==> src/rtl/pipeline_ctrl_pkg.sv <==
// Shared definitions for the pipeline stall/flush controller: FSM encoding,
// the hard-wired zero register ID and the default divide latency.
package pipeline_ctrl_pkg;

  typedef enum logic [1:0] {
    ST_RUN      = 2'd0,
    ST_MEM_WAIT = 2'd1,
    ST_DIV_WAIT = 2'd2,
    ST_ILLEGAL  = 2'd3
  } ctrl_state_e;

  localparam logic [4:0]  REG_ZERO        = 5'd0;
  localparam int unsigned DIV_LATENCY_DEF = 32;

endpackage

==> src/rtl/load_use_detect.sv <==
// Combinational load-use hazard compare between the load in EX and the
// source operands of the instruction in ID.
module load_use_detect
  import pipeline_ctrl_pkg::*;
(
  input  logic [4:0] id_rs_i,
  input  logic [4:0] id_rt_i,
  input  logic       id_uses_rs_i,
  input  logic       id_uses_rt_i,
  input  logic       ex_mem_read_i,
  input  logic [4:0] ex_rd_i,
  output logic       load_use_o
);

  logic rs_hit;
  logic rt_hit;

  assign rs_hit = id_uses_rs_i && (id_rs_i == ex_rd_i);
  assign rt_hit = id_uses_rt_i && (id_rt_i == ex_rd_i);

  // A load into r0 is discarded, so it can never create a hazard.
  assign load_use_o = ex_mem_read_i && (ex_rd_i != REG_ZERO) && (rs_hit || rt_hit);

endmodule

==> src/rtl/pipeline_stall_controller.sv <==
// Pipeline hazard controller: memory wait, multi-cycle divide, taken-branch
// flush and load-use interlock. Define STALL_PERF_CNT_EN to add stall_cnt_o.
module pipeline_stall_controller
  import pipeline_ctrl_pkg::*;
#(
  parameter int unsigned DIV_LATENCY = DIV_LATENCY_DEF
) (
  input  logic        sys_clk,
  input  logic        rst_n,
  input  logic [4:0]  id_rs_i,
  input  logic [4:0]  id_rt_i,
  input  logic        id_uses_rs_i,
  input  logic        id_uses_rt_i,
  input  logic        ex_mem_read_i,
  input  logic [4:0]  ex_rd_i,
  input  logic        ex_branch_taken_i,
  input  logic        div_start_i,
  input  logic        mem_req_i,
  input  logic        mem_ready_i,
  output logic        pc_stall_o,
  output logic        if_id_stall_o,
  output logic        id_ex_stall_o,
  output logic        ex_mem_stall_o,
  output logic        if_id_flush_o,
  output logic        id_ex_flush_o,
  output logic        ex_mem_flush_o,
  output logic [1:0]  state_o
`ifdef STALL_PERF_CNT_EN
  ,
  output logic [31:0] stall_cnt_o
`endif
);

  // The RUN cycle that accepts the divide is the first of DIV_LATENCY stalls.
  localparam logic [7:0] CNT_LOAD = 8'(DIV_LATENCY - 1);

  ctrl_state_e state_q, state_d;
  logic [7:0]  cnt_q, cnt_d;
  logic        mem_hold;
  logic        load_use;
  logic        if_id_flush_raw, id_ex_flush_raw, ex_mem_flush_raw;

  // Memory handshake: mem_req_i marks a pending MEM access; mem_ready_i is
  // the completion strobe. The stage is held only while req=1 and ready=0.
  assign mem_hold = mem_req_i && !mem_ready_i;

  load_use_detect u_load_use_detect (
    .id_rs_i       (id_rs_i),
    .id_rt_i       (id_rt_i),
    .id_uses_rs_i  (id_uses_rs_i),
    .id_uses_rt_i  (id_uses_rt_i),
    .ex_mem_read_i (ex_mem_read_i),
    .ex_rd_i       (ex_rd_i),
    .load_use_o    (load_use)
  );

  always_ff @(posedge sys_clk or negedge rst_n) begin
    if (!rst_n) begin
      state_q <= ST_RUN;
      cnt_q   <= '0;
    end else begin
      state_q <= state_d;
      cnt_q   <= cnt_d;
    end
  end

  always_comb begin
    state_d          = state_q;
    cnt_d            = cnt_q;
    pc_stall_o       = 1'b0;
    if_id_stall_o    = 1'b0;
    id_ex_stall_o    = 1'b0;
    ex_mem_stall_o   = mem_hold;
    if_id_flush_raw  = 1'b0;
    id_ex_flush_raw  = 1'b0;
    ex_mem_flush_raw = 1'b0;

    case (state_q)
      ST_RUN: begin
        if (mem_hold) begin
          pc_stall_o    = 1'b1;
          if_id_stall_o = 1'b1;
          id_ex_stall_o = 1'b1;
          state_d       = ST_MEM_WAIT;
        end else if (div_start_i) begin
          pc_stall_o       = 1'b1;
          if_id_stall_o    = 1'b1;
          id_ex_stall_o    = 1'b1;
          ex_mem_flush_raw = 1'b1;
          cnt_d            = CNT_LOAD;
          state_d          = ST_DIV_WAIT;
        end else if (ex_branch_taken_i) begin
          if_id_flush_raw = 1'b1;
          id_ex_flush_raw = 1'b1;
        end else if (load_use) begin
          pc_stall_o      = 1'b1;
          if_id_stall_o   = 1'b1;
          id_ex_flush_raw = 1'b1;
        end
      end

      ST_MEM_WAIT: begin
        pc_stall_o    = mem_hold;
        if_id_stall_o = mem_hold;
        id_ex_stall_o = mem_hold;
        if (!mem_hold) state_d = ST_RUN;
      end

      ST_DIV_WAIT: begin
        pc_stall_o       = 1'b1;
        if_id_stall_o    = 1'b1;
        id_ex_stall_o    = 1'b1;
        ex_mem_flush_raw = !mem_hold;
        if (cnt_q <= 8'd1) begin
          cnt_d   = '0;
          state_d = ST_RUN;
        end else begin
          cnt_d = cnt_q - 8'd1;
        end
      end

      default: begin
        ex_mem_stall_o = 1'b0;
        cnt_d          = '0;
        state_d        = ST_RUN;
      end
    endcase
  end

  // Stall always wins over flush on the same pipeline register.
  assign if_id_flush_o  = if_id_flush_raw  && !if_id_stall_o;
  assign id_ex_flush_o  = id_ex_flush_raw  && !id_ex_stall_o;
  assign ex_mem_flush_o = ex_mem_flush_raw && !ex_mem_stall_o;

  assign state_o = state_q;

`ifdef STALL_PERF_CNT_EN
  logic [31:0] stall_cnt_q;

  always_ff @(posedge sys_clk or negedge rst_n) begin
    if (!rst_n) begin
      stall_cnt_q <= '0;
    end else if (pc_stall_o && (stall_cnt_q != 32'hFFFF_FFFF)) begin
      stall_cnt_q <= stall_cnt_q + 32'd1;
    end
  end

  assign stall_cnt_o = stall_cnt_q;
`endif

endmodule

==> config.mk <==
export PLATFORM = sky130hd
export DESIGN_NAME = pipeline_stall_controller
export DESIGN_NICKNAME = d
export VERILOG_FILES = /design/src/rtl/pipeline_ctrl_pkg.sv /design/src/rtl/load_use_detect.sv /design/src/rtl/pipeline_stall_controller.sv
export SDC_FILE = /design/constraint.sdc
export NUM_CORES = 1
export LEC_CHECK = 0
export BUFFER_PORTS_ARGS = -buffer_cell sky130_fd_sc_hd__buf_2
export CORE_UTILIZATION = 45
export CTS_CLUSTER_DIAMETER = 50
export CTS_CLUSTER_SIZE = 40
export DETAILED_ROUTE_END_ITERATION = 12
export PLACE_DENSITY = 0.76
export SLEW_MARGIN = 20
export SYNTH_ARGS = -nofsm -noshare
export SYNTH_HDL_FRONTEND = slang
export SYNTH_SLANG_ARGS = --single-unit
==> constraint.sdc <==
create_clock -name sys_clk -period 1.8 [get_ports sys_clk]
set_input_delay 0.36 -clock sys_clk [delete_from_list [all_inputs] [get_ports sys_clk]]
set_output_delay 0.36 -clock sys_clk [all_outputs]
set_load 0.005 [all_outputs]
==> flow_summary.toml <==
[layout]
final_cell_area_um2 = 1080
syn_to_final_growth_pct = 40.4
diodes = 0
mostFrequentLayoutCell = "buf_2"
nets = 158
drive_gt1_share_pct = 46.2
nFillCells = 126
final_cell_mix = "buf_2, xor2_1, buf_4"

[synthesis]
async_flop_share_pct = 100
synth_top_area_share_pct = 32.5
synthesis.area_um2 = 771
syn_inst = 87
synth_warnings = 0
syn_nets = 113
ys_seq_elements = 10
yosysTopAreaCell = "dfrtp_1"
synth-seq-area-share_pct = 32.5
synth_area_per_cell_um2 = 8.86
synth-main-ff-cell = "dfrtp_1"
yosysUniqueCellTypes = 35
synth_area_leaders = "dfrtp_1, xor2_1, o21ai_0"
synth_edf_count = 0

[clocking]
clk_latency_ns = 0.27
clock_sinks = 10
htreeDepth = 1
cts.path.max_buffers = 2
cts_tree = "yes"
clk_pin_slew_ns = 0.06
numCtsBuffers = 3
root_buffer = "clkbuf_4"

[floorplanning]
initial_utilization_pct = 49.4
io_pins = 33
core_region_area_um2 = 1560
num_rows = 14
die_h_um = 43.4
dieArea_um2 = 1880
die_w_um = 43.4

[power_and_ir_drop]
p_sw_share_pct = 44.8
pwr-share-comb_pct = 58.8
cellInternalPower_w = 0.000824
p_switching_w = 0.000670
seqPwrFrac_pct = 31.2
cellPowerDensity_nw_per_um2 = 1380
p_leak_nw = 0.512
pwr-share-clk_pct = 10.0
irDropWorstVdd_uv = 891

[job]
drv_cap = 0

[route]
antenna_left = 0
vias_per_cell = 5.82
post_drt_wl_per_cell_um = 14.3
drt_wl_total_mm = 2.09
wl_met2_mm = 1.09
route.detailed.drc = 2
dr.first_iter.drc_count = 20
m1WireLength_um = 881
vias = 850
drt-pass1-iter-count = 9
top_layer = "met4"
met3_length_um = 94

[timing]
skew_ns = 0.00617
slew_viol_final = 0
setup_viol = 3
maxSlewHeadroom_pct = 71.8
final_hold_viol_count = 0
rsz0062_at_grt = "yes"
min_period_ns = 1.93
worstMarginPinSlew_ns = 0.420
fmax_mhz = 518
holdWs_ns = 0.482
tns_ns = -0.350
period_share_pct = 107
fin_ws_ns = -0.131

[worst_setup_path]
reg2reg_depth = 6
crit_required_ns = 1.44
critical_path_class = "flip-flop to output port"
rrSetupSlack_ns = 0.13
reg2reg_from = "cnt_q[0]"
critPathCaptureType = "output port"
critPathArrivalTime_ns = 1.57
cp_max_fo = 7
critPathLaunchType = "flip-flop"
regToRegEndpoint = "cnt_q[4]"

[grt]
antenna_found_initial = 0
grt_max_degree = 11
grt_pass1_vias = 748
grt.total_usage_pct = 22.9
grt_overflow = 0
grt_pass1_wl_mm = 3.16

[worst_hold_path]
hold_class = "input pin to asynchronous set/reset pin"

[place]
port-buffer-count = 32
gp_congestion = 0.839
dp_hpwl_mm = 1.41
place_area_um2 = 968

[outcome]
status = "finished with violations"
failed_checks = "DRC, setup timing"
## per-layer routing
layer	vias to the layer above	global-route usage [%]
met3	5	6.25
met1	403	29.4
met4	0	7.50
met2	32	37.3
met5	-	0
li1	410	-
## flip-flops by register name (all words and copies together) (netlist names)
| signal | flops |
|---|---|
| state_o | 2 |
| cnt_q | 8 |
## metrics by stage
| stage | setup WS (ns) | power [W] | std cells | utilization (%) |
|---|---|---|---|---|
| finish | -0.131 | 0.00149 | 146 | 69.4 |
| global route | -0.166 | 0.00162 | 146 | 69.4 |
| CTS | -0.102 | 0.00137 | 142 | 65.2 |
| detailed placement | -0.146 | 0.00119 | 137 | 62.1 |
| global placement | -0.149 | 0.00117 | 137 | 62.1 |
| floorplan | 0.0596 | 0.000973 | 87 | - |
## worst max-delay path by stage
stage / startpoint / endpoint / depth (start not counted)
detailed placement: ex_rd_i[3] / id_ex_flush_o / 6
global route: ex_rd_i[4] / id_ex_flush_o / 6
floorplan: ex_rd_i[1] / pc_stall_o / 5
global placement: ex_rd_i[3] / id_ex_flush_o / 6
finish: state_o[0] / pc_stall_o / 3
CTS: state_o[1] / id_ex_flush_o / 5
## repair_timing
action / 4_1_cts / 5_1_grt
endpoints found under the hold margin: 10 / 0
buffers inserted: 1 / 4
setup endpoints to repair: 4 / 10
resized for setup: 3 / 9
pin swaps: 3 / 4
hold buffers: 1 / 0
## synthesized netlist by cell type, drive strengths merged, types with 2 or more instances
master,instances
or4,2
dfrtp,10
buf,2
nand2b,2
nor4,5
inv,5
and2,2
xor2,8
nor2,5
o21ai,8
o211ai,2
xnor2,2
ha,2
nor3,3
a31oi,4
nand2,7
nand3,2
o31a,2
a21oi,3
a31o,2
## power groups by stage
stage	clock [W]	sequential (W)	combinational, W
after floorplan	0	0.000436	0.000537
after global placement	0	0.000462	0.000713
after detailed placement	0	0.000468	0.000726
after CTS	0.000157	0.000466	0.000748
after global routing	0.000167	0.000481	0.000971
final	0.000150	0.000466	0.000878
## cell type report
class,instances,area (um^2),area share (%)
Timing Repair Buffer,42,241,22.3
Sequential cell,10,254,23.5
Tap cell,16,20.0,1.85
Inverter,5,18.8,1.73
Multi-Input combinational cell,70,526,48.6
Clock buffer,3,22.5,2.08
## cells by family after synthesis
kind of cell / after synthesis / share of synthesized area (%)
simple gates: 31 / 23.4
compound gates: 27 / 25.5
xor+xnor: 10 / 11.4
flops: 10 / 32.5
buf+inv: 7 / 4.06
fa+ha+maj: 2 / 3.25
## worst max-delay path, cell delays in order, from the launching register on
cell	delay (ns)
dfrtp_2	0.45
or4_4	0.52
o21bai_1	0.20
buf_2	0.15
(Power assumes the default switching activity.)
